**src/rtl/alu_seq.sv**
```systemverilog
`default_nettype none
// ============================================================================
// Module      : alu_seq
// Description : Handshaked ALU with single-cycle ops and iterative MUL/DIVU/REMU.
// Revision    : 1.0  initial release
// ============================================================================
module alu_seq #(
    parameter int WIDTH = 16,
    parameter int SHW   = $clog2(WIDTH)
) (
    input  logic             clk,
    input  logic             rst_n,
    input  logic             flush,
    input  logic             in_valid,
    output logic             in_ready,
    input  logic [3:0]       op,
    input  logic [WIDTH-1:0] a,
    input  logic [WIDTH-1:0] b,
    output logic             out_valid,
    input  logic             out_ready,
    output logic [WIDTH-1:0] result,
    output logic             ofl,
    output logic             zero,
    output logic             div0
);

    localparam logic [3:0] OP_ADD  = 4'h0;
    localparam logic [3:0] OP_SUB  = 4'h1;
    localparam logic [3:0] OP_XOR  = 4'h2;
    localparam logic [3:0] OP_ANDN = 4'h3;
    localparam logic [3:0] OP_SLL  = 4'h4;
    localparam logic [3:0] OP_SRL  = 4'h5;
    localparam logic [3:0] OP_ROL  = 4'h6;
    localparam logic [3:0] OP_ROR  = 4'h7;
    localparam logic [3:0] OP_SEQ  = 4'h8;
    localparam logic [3:0] OP_SLT  = 4'h9;
    localparam logic [3:0] OP_SLE  = 4'hA;
    localparam logic [3:0] OP_SCO  = 4'hB;
    localparam logic [3:0] OP_BTR  = 4'hC;
    localparam logic [3:0] OP_MUL  = 4'hD;
    localparam logic [3:0] OP_DIVU = 4'hE;
    localparam logic [3:0] OP_REMU = 4'hF;

    localparam logic [SHW-1:0] LAST_ITER = SHW'(WIDTH - 1);

    typedef enum logic [1:0] {
        S_IDLE = 2'd0,
        S_BUSY = 2'd1,
        S_DONE = 2'd2
    } state_t;

    state_t               state_q, state_d;
    logic [3:0]           op_q, op_d;
    logic [WIDTH-1:0]     a_q, a_d;
    logic [WIDTH-1:0]     b_q, b_d;
    logic [SHW-1:0]       cnt_q, cnt_d;
    logic [2*WIDTH-1:0]   acc_q, acc_d;
    logic [WIDTH-1:0]     rem_q, rem_d;
    logic [WIDTH-1:0]     result_q, result_d;
    logic                 ofl_q, ofl_d;
    logic                 zero_q, zero_d;
    logic                 div0_q, div0_d;

    // ------------------------------------------------------------------
    // Single-cycle datapath, evaluated on the live operands at accept
    // ------------------------------------------------------------------
    logic [SHW-1:0]       w_sh;
    logic [WIDTH:0]       w_sum;
    logic [WIDTH-1:0]     w_diff;
    logic [2*WIDTH-1:0]   w_rol_ext;
    logic [2*WIDTH-1:0]   w_ror_ext;
    logic [WIDTH-1:0]     w_btr;
    logic [WIDTH-1:0]     w_fast_res;
    logic                 w_fast_ofl;
    logic                 w_iter_op;

    assign w_sh      = b[SHW-1:0];
    assign w_sum     = {1'b0, a} + {1'b0, b};
    assign w_diff    = b - a;
    assign w_rol_ext = {a, a} << w_sh;
    assign w_ror_ext = {a, a} >> w_sh;
    assign w_iter_op = (op == OP_MUL) || (op == OP_DIVU) || (op == OP_REMU);

    for (genvar gi = 0; gi < WIDTH; gi++) begin : g_btr
        assign w_btr[gi] = a[WIDTH-1-gi];
    end

    always_comb begin
        w_fast_res = '0;
        w_fast_ofl = 1'b0;
        case (op)
            OP_ADD: begin
                w_fast_res = w_sum[WIDTH-1:0];
                w_fast_ofl = (a[WIDTH-1] == b[WIDTH-1]) && (w_sum[WIDTH-1] != a[WIDTH-1]);
            end
            OP_SUB: begin
                w_fast_res = w_diff;
                w_fast_ofl = (b[WIDTH-1] != a[WIDTH-1]) && (w_diff[WIDTH-1] != b[WIDTH-1]);
            end
            OP_XOR:  w_fast_res = a ^ b;
            OP_ANDN: w_fast_res = a & ~b;
            OP_SLL:  w_fast_res = a << w_sh;
            OP_SRL:  w_fast_res = a >> w_sh;
            OP_ROL:  w_fast_res = w_rol_ext[2*WIDTH-1:WIDTH];
            OP_ROR:  w_fast_res = w_ror_ext[WIDTH-1:0];
            OP_SEQ:  w_fast_res = {{(WIDTH-1){1'b0}}, (a == b)};
            OP_SLT:  w_fast_res = {{(WIDTH-1){1'b0}}, ($signed(a) < $signed(b))};
            OP_SLE:  w_fast_res = {{(WIDTH-1){1'b0}}, ($signed(a) <= $signed(b))};
            OP_SCO:  w_fast_res = {{(WIDTH-1){1'b0}}, w_sum[WIDTH]};
            OP_BTR:  w_fast_res = w_btr;
            default: w_fast_res = '0;
        endcase
    end

    // ------------------------------------------------------------------
    // Iterative step logic: MUL keeps {partial product, multiplier} in acc,
    // DIVU/REMU keep the shifting dividend/quotient in acc[WIDTH-1:0].
    // ------------------------------------------------------------------
    logic [WIDTH:0]       w_mul_add;
    logic [2*WIDTH-1:0]   w_mul_next;
    logic [WIDTH:0]       w_div_sh;
    logic [WIDTH:0]       w_div_trial;
    logic                 w_div_ge;
    logic [WIDTH-1:0]     w_rem_next;
    logic [WIDTH-1:0]     w_quo_next;

    assign w_mul_add   = {1'b0, acc_q[2*WIDTH-1:WIDTH]} + (acc_q[0] ? {1'b0, a_q} : {(WIDTH+1){1'b0}});
    assign w_mul_next  = {w_mul_add, acc_q[WIDTH-1:1]};
    assign w_div_sh    = {rem_q, acc_q[WIDTH-1]};
    assign w_div_trial = w_div_sh - {1'b0, b_q};
    assign w_div_ge    = ~w_div_trial[WIDTH];
    assign w_rem_next  = w_div_ge ? w_div_trial[WIDTH-1:0] : w_div_sh[WIDTH-1:0];
    assign w_quo_next  = {acc_q[WIDTH-2:0], w_div_ge};

    // ------------------------------------------------------------------
    // Control FSM and result/flag next-state
    // ------------------------------------------------------------------
    always_comb begin
        state_d  = state_q;
        op_d     = op_q;
        a_d      = a_q;
        b_d      = b_q;
        cnt_d    = cnt_q;
        acc_d    = acc_q;
        rem_d    = rem_q;
        result_d = result_q;
        ofl_d    = ofl_q;
        zero_d   = zero_q;
        div0_d   = div0_q;

        if (flush) begin
            state_d  = S_IDLE;
            result_d = '0;
            ofl_d    = 1'b0;
            zero_d   = 1'b0;
            div0_d   = 1'b0;
        end else begin
            case (state_q)
                S_IDLE: begin
                    if (in_valid) begin
                        if (w_iter_op && (op != OP_MUL) && (b == '0)) begin
                            state_d  = S_DONE;
                            result_d = (op == OP_DIVU) ? {WIDTH{1'b1}} : a;
                            ofl_d    = 1'b0;
                            zero_d   = (op == OP_REMU) && (a == '0);
                            div0_d   = 1'b1;
                        end else if (w_iter_op) begin
                            state_d = S_BUSY;
                            op_d    = op;
                            a_d     = a;
                            b_d     = b;
                            cnt_d   = '0;
                            acc_d   = (op == OP_MUL) ? {{WIDTH{1'b0}}, b} : {{WIDTH{1'b0}}, a};
                            rem_d   = '0;
                        end else begin
                            state_d  = S_DONE;
                            result_d = w_fast_res;
                            ofl_d    = w_fast_ofl;
                            zero_d   = (w_fast_res == '0);
                            div0_d   = 1'b0;
                        end
                    end
                end
                S_BUSY: begin
                    cnt_d = cnt_q + 1'b1;
                    if (op_q == OP_MUL) begin
                        acc_d = w_mul_next;
                    end else begin
                        acc_d = {acc_q[2*WIDTH-1:WIDTH], w_quo_next};
                        rem_d = w_rem_next;
                    end
                    // Last iteration writes the result straight from the step value
                    if (cnt_q == LAST_ITER) begin
                        state_d = S_DONE;
                        div0_d  = 1'b0;
                        case (op_q)
                            OP_MUL: begin
                                result_d = w_mul_next[WIDTH-1:0];
                                ofl_d    = |w_mul_next[2*WIDTH-1:WIDTH];
                                zero_d   = (w_mul_next[WIDTH-1:0] == '0);
                            end
                            OP_DIVU: begin
                                result_d = w_quo_next;
                                ofl_d    = 1'b0;
                                zero_d   = (w_quo_next == '0);
                            end
                            default: begin
                                result_d = w_rem_next;
                                ofl_d    = 1'b0;
                                zero_d   = (w_rem_next == '0);
                            end
                        endcase
                    end
                end
                S_DONE: begin
                    if (out_ready) begin
                        state_d = S_IDLE;
                    end
                end
                default: state_d = S_IDLE;
            endcase
        end
    end

    always_ff @(posedge clk or negedge rst_n) begin
        if (!rst_n) begin
            state_q  <= S_IDLE;
            op_q     <= '0;
            a_q      <= '0;
            b_q      <= '0;
            cnt_q    <= '0;
            acc_q    <= '0;
            rem_q    <= '0;
            result_q <= '0;
            ofl_q    <= 1'b0;
            zero_q   <= 1'b0;
            div0_q   <= 1'b0;
        end else begin
            state_q  <= state_d;
            op_q     <= op_d;
            a_q      <= a_d;
            b_q      <= b_d;
            cnt_q    <= cnt_d;
            acc_q    <= acc_d;
            rem_q    <= rem_d;
            result_q <= result_d;
            ofl_q    <= ofl_d;
            zero_q   <= zero_d;
            div0_q   <= div0_d;
        end
    end

    assign in_ready  = (state_q == S_IDLE);
    assign out_valid = (state_q == S_DONE);
    assign result    = result_q;
    assign ofl       = ofl_q;
    assign zero      = zero_q;
    assign div0      = div0_q;

endmodule
`default_nettype wire

```
**config.mk**
```make
export PLATFORM = sky130hd
export DESIGN_NAME = alu_seq
export DESIGN_NICKNAME = d
export VERILOG_FILES = /design/src/rtl/alu_seq.sv
export SDC_FILE = /design/constraint.sdc
export NUM_CORES = 1
export LEC_CHECK = 0
export ABC_AREA = 1
export BUFFER_PORTS_ARGS = -buffer_cell sky130_fd_sc_hd__buf_2
export CAP_MARGIN = 20
export CORE_UTILIZATION = 70
export CTS_BUF_LIST = sky130_fd_sc_hd__clkbuf_2 sky130_fd_sc_hd__clkbuf_4 sky130_fd_sc_hd__clkbuf_8
export CTS_CLUSTER_DIAMETER = 50
export DETAILED_ROUTE_END_ITERATION = 6
export PLACE_DENSITY_LB_ADDON = 0.15
export SYNTH_ARGS = -nofsm -noshare
export SYNTH_HDL_FRONTEND = slang
export SYNTH_SLANG_ARGS = --single-unit
```
**constraint.sdc**
```tcl
create_clock -name clk -period 4.6 [get_ports clk]
set_clock_uncertainty 0.05 [all_clocks]
set_input_delay 0.46 -clock clk [delete_from_list [all_inputs] [get_ports clk]]
set_output_delay 0.46 -clock clk [all_outputs]
set_load 0.02 [all_outputs]
```
### Yosys cells after proc, flatten, opt, wreduce, memory -nomap -nowiden

Index checks and enable logic that the tools add are counted.
Widths: inputs -> output; s select.

* flip-flop bits (word level): 109
* bits of input ports: 41
* output and inout port bits: 21
* word-level logic and storage cells: 142

* $add $sub $neg: 5
* order comparisons: 2
* equal/unequal tests: 35
* shift-type cells: 4
* multiplexer cells: 54
* bitwise gates (word level): 6
* reduce and logical (&&, ||, !) cells: 24

Operator list (count)
* $mux 16: 13
* $pmux 16 s13: 1
* $mux 32: 4
* $logic_not 16->1: 6
* $pmux 16 s2: 3
* $pmux 32 s2: 1
* $eq 4x4->1 const B: 11
* $add 16x16->17: 2
* $shl 32x4->32: 1
* $shr 32x4->16: 1
* $sub 17x16->17: 1
* $and 16x16->16: 1
* $eq 16x16->1: 1
* $eq 4x3->1 const B: 4
* $le 16x16->1: 1
* $lt 16x16->1: 1
* $mux 1: 16
* $not 16->16: 1
* $reduce_or 16->1: 1
* $shl 16x4->16: 1
* $shr 16x4->16: 1
* $sub 16x16->16: 1
* $xor 16x16->16: 1
* $mux 2: 6
* 28 further kinds: 50

### Depth between registers and ports, before layout

* word-level depth: 9
* mapped depth: 24
* depth with buffers taken out: 22

### Least setup slack after synthesis

OpenSTA, ideal clock, no wires.

* kind: in2reg
* start point: in b[0]
* end point: reg zero_q (netlist: zero)
* library setup time: 65 ps
* data arrival time: 2599 ps
* required time: 4485 ps
* slack: 1886 ps
* stages on the path: 23
* buffers on the path: 2
* path through: buf_4 -> inv_4 -> buf_4 -> ha_1 -> inv_1 -> fa_1 -> nand2_1 -> nand2_1 -> nand3b_1 -> nand2_1 -> nand2_1 -> nand3_1 -> nand3_1 -> nand2_1 -> nor2_1 -> nand2_1 -> nor2_1 -> nand2_1 -> nor2_1 -> nand3_1 -> nand2_1 -> nand2_1 -> nand2_1

* longest elaborated chain between the ends: 9
* elaborated cells on any way between the ends: 23
* those cells by class: 2 x add/sub; 2 x order compare; 2 x eq/ne; 4 x shift; 6 x mux; 3 x bitwise; 4 x reduce/logical

Ends and longest elaborated chain
* start, declared: RTL line 18 `input logic [WIDTH-1:0] b,`
* parallel branches: the longest is 9 deep, another holds $add 16x16->17
* end signal, assigned: RTL line 248 `zero_q <= zero_d;`
* end, declared: RTL line 61 `logic zero_q, zero_d;`

Parallel ways; which one is timed is not known. The select of a mux whose other input is x is not followed.
A chain may end at the register's enable or synchronous reset.

### Final worst setup path

* start point: reg acc_q[0]
* end point: reg ofl_q (netlist: ofl)

* longest elaborated chain between the ends: 7

Ends and longest elaborated chain
* start, declared: RTL line 57 `logic [2*WIDTH-1:0] acc_q, acc_d;`
* start signal, assigned: RTL line 232 `acc_q <= '0;`
* start signal, assigned: RTL line 244 `acc_q <= acc_d;`
* $mux 16: RTL line 127 `assign w_mul_add = {1'b0, acc_q[2*WIDTH-1:WIDTH]} + (acc_q[0] ? {1'b0, a_q} : {(WIDTH+1){1'b0}});`
* $add 16x16->17: RTL line 127
* $reduce_or 16->1: RTL line 199 `ofl_d = |w_mul_next[2*WIDTH-1:WIDTH];`
* $mux 1: RTL line 196 `case (op_q)`
* $mux 1: RTL line 193 `if (cnt_q == LAST_ITER) begin`
* $pmux 1 s2: RTL line 158 `case (state_q)`
* $mux 1: RTL line 151 `if (flush) begin`
* end signal, assigned: RTL line 247 `ofl_q <= ofl_d;`
* end, declared: RTL line 60 `logic ofl_q, ofl_d;`

Every way passes these cells. The select of a mux whose other input is x is not followed.

==> flow_metrics.env <==
export IMPL_crit_chain="nand2_1, inv_1, ha_1, fa_1, nand3_1, nand3_1, a21oi_1, o21ai_0, nand2_1, nand2_1, xnor2_1, nand2_1, nor2_1, nand3_1, nand2_1, nand2_1, nand2_1, nand2_1"
export IMPL_final_common_cell="nand2_1"
export IMPL_h_tree_depth=3
export IMPL_crit_slowest_cell="dfrtp_1"
export IMPL_synth_main_ff_cell="dfrtp_1"
export IMPL_drc=38
export IMPL_crit_path_end_kind="flop"
export IMPL_grt_max_degree=70
export IMPL_max_freq_mhz=275.3
export IMPL_drive_gt1_frac=0.06077
export IMPL_final_cell_mix="nand2_1, inv_1, nand3_1"
export IMPL_grt_usage=0.5195
export IMPL_gp_congestion=1.111
export IMPL_power_frac_seq=0.235
export IMPL_p_leak_nw=6.946
export IMPL_finalWorstSetupSlack_ps=968.0
export IMPL_synth_cells=2018
export IMPL_maxSlewViolCount=0
export IMPL_slowest_delay_ps=610
export IMPL_async_reset_ff_frac=1.000
export IMPL_max_slew_margin=0.3987
export IMPL_final_setup_tns_ps=0
export IMPL_peakVddDrop_mv=0.6136
export IMPL_drt_vias_per_instance=6.515
export IMPL_stdcell_count=2244
export IMPL_min_period_ps=3632
export IMPL_cp_required_ps=4850
export IMPL_portBuffers=61
export IMPL_swShare=0.5568
export IMPL_synth_area_mm2=0.01207
export IMPL_area_delta_synth_final_pct=3.950
export IMPL_crit_type="flop to flop"
export IMPL_yosysWarnings=0
export IMPL_post_cts_buffers=0
export IMPL_period_share=0.7896
export IMPL_arrival_ps=3880
export IMPL_io_pins=62
export IMPL_clkLatencyLatePin_ps=400
export IMPL_crit_family="simple AND/OR/NAND/NOR gates"
export IMPL_pre_cts_slack_ps=1029
export IMPL_setup_viol=0
export IMPL_cts_buffer_depth=2
export IMPL_fillers=1382
export IMPL_die_area_mm2=0.01777
export IMPL_ys_ff_latch=109
export IMPL_clockPowerShare=0.097
export IMPL_fin_util=0.7512
export IMPL_worst_pin_slew_ps=901.0
export IMPL_p_switching_mw=3.629
export IMPL_ys_seq_area_frac=0.2260
export IMPL_hp_class="primary input to asynchronous set/reset pin"
export IMPL_antenna_found_initial=1
export IMPL_combPwrFrac=0.668
export IMPL_rsz0062_at_grt="no"
export IMPL_intPower_mw=2.889
export IMPL_grt_pass1_vias=13420
export IMPL_fp_coreArea_mm2=0.01670
export IMPL_rows=47
export IMPL_syn_avg_cell_area_um2=5.981
export IMPL_cts_tree="done"
export IMPL_ctsResizeCount=0
export IMPL_synthDistinctLibCells=50
export IMPL_postRouteAntennaNets=0
export IMPL_nets=2144
export IMPL_drt_iter0_markers=2422
export IMPL_worst_path_buf_inv=1
export IMPL_violations="design-rule violations"
export IMPL_vias=14620
export IMPL_cts_inserted_buffers=9
export IMPL_grt_pass1_wl_um=71460
export IMPL_n_antenna_cell=0
export IMPL_floorplan_initialDensity=0.7227
export IMPL_die_width_um=133.3
export IMPL_dp_cells=2228
export IMPL_dp_hpwl_um=33810
export IMPL_synth_nets=2143
export IMPL_clk_pin_slew_ps=110
export IMPL_postRouteWirelength_um=45440
export IMPL_synth_edff_count=0
export IMPL_wire_per_inst_um=20.25
export IMPL_crit_top_cell="nand2_1"
export IMPL_status="finished, violations left"
export IMPL_cp_start_kind="flop"
export IMPL_clock_sinks=109
export IMPL_p_per_area_mw_per_mm2=519.5
export IMPL_worst_path_max_fanout=18
export IMPL_drt_pass1_iter_count=7
export IMPL_hold_viol=0
export IMPL_fp_dieH_um=133.3
export IMPL_maxCapViolCount=0
export IMPL_clockRootBuffer="clkbuf_8"
export IMPL_grt_ovfl_total=0
export IMPL_cts_hold_buf=0
==> final timing paths <==
| check | from | end | slack (ps) | cells past startpoint |
|---|---|---|---|---|
| min in group clk | out_ready | state_q[1] | 320 | 4 |
| worst min-delay path | rst_n | acc_q[23] | 120 | 1 |
| max in group asynchronous | rst_n | op_q[1] | 3340 | 2 |
| worst max register to register | acc_q[0] | ofl | 970 | 18 |
| worst min register to register | op_q[2] | op_q[2] | 440 | 1 |
| worst max-delay path | acc_q[0] | ofl | 970 | 18 |
==> registers in the layout, summed over array words and instances, names as in the netlist <==
signal and count:
acc_q 32, a_q 16, b_q 16, rem_q 16, result 16, cnt_q 4
op_q 4, state_q 2, div0 1, ofl 1, zero 1
==> cell type report <==
type,count,area [um^2],area share
Multi-Input combinational cell,1556,7919,0.6312
Sequential cell,109,2728,0.2174
Inverter,271,1020,0.08128
Timing Repair Buffer,72,390.4,0.03112
Tap cell,220,275.3,0.02194
Clock buffer,10,137.6,0.01097
Clock inverter,6,76.32,0.006084
==> cell usage after synthesis (all sizes together), types with 33 or more instances <==
cell      n  share of area
o21ai   156          0.065
nor2    158          0.050
nand2   673           0.21
a21oi    91          0.038
dfrtp   109           0.23
o22ai    33          0.017
buf      48          0.023
inv     269          0.084
clkbuf   34          0.011
nand3   191          0.080
ha       80          0.083
nand4    33          0.017
==> stage by stage <==
| step | power [mW] | hold WS, ps | area, um^2 |
|---|---|---|---|
| CTS | 6.340 | 153.0 | 12550 |
| finish | 6.518 | 119.9 | 12550 |
| global route | 6.972 | 178.1 | 12550 |
| global placement | 5.521 | 401.8 | 12330 |
| detailed placement | 5.670 | 409.4 | 12330 |
| floorplan | 4.666 | 114.4 | 12070 |
==> power groups by stage <==
stage                     clock network [mW]  logic, mW  registers (mW)
final                                  0.632       4.35            1.53
after global routing                   0.667       4.74            1.56
after CTS                              0.624       4.20            1.52
after detailed placement                   0       4.14            1.53
after global placement                     0       4.00            1.52
after floorplan                            0       3.16            1.51
==> cell families after synthesis <==
| logic type | Yosys count | share of synthesized area |
|---|---|---|
| adder cells (fa/ha/maj) | 84 | 0.08957 |
| XOR/XNOR | 24 | 0.01742 |
| AO/OA/AOI/OAI | 351 | 0.1677 |
| buffers and inverters | 353 | 0.1181 |
| AND/OR/NAND/NOR | 1097 | 0.3812 |
| flip-flops | 109 | 0.2260 |
==> layer usage <==
| layer | share of wire | vias to the layer above | track usage |
|---|---|---|---|
| li1 | - | 6597 | - |
| met1 | 0.35 | 6482 | 0.6376 |
| met2 | 0.42 | 1200 | 0.7703 |
| met3 | 0.14 | 338 | 0.1507 |
| met4 | 0.089 | 2 | 0.3971 |
| met5 | 0.00020 | - | 0 |
(Power assumes the default switching activity.)
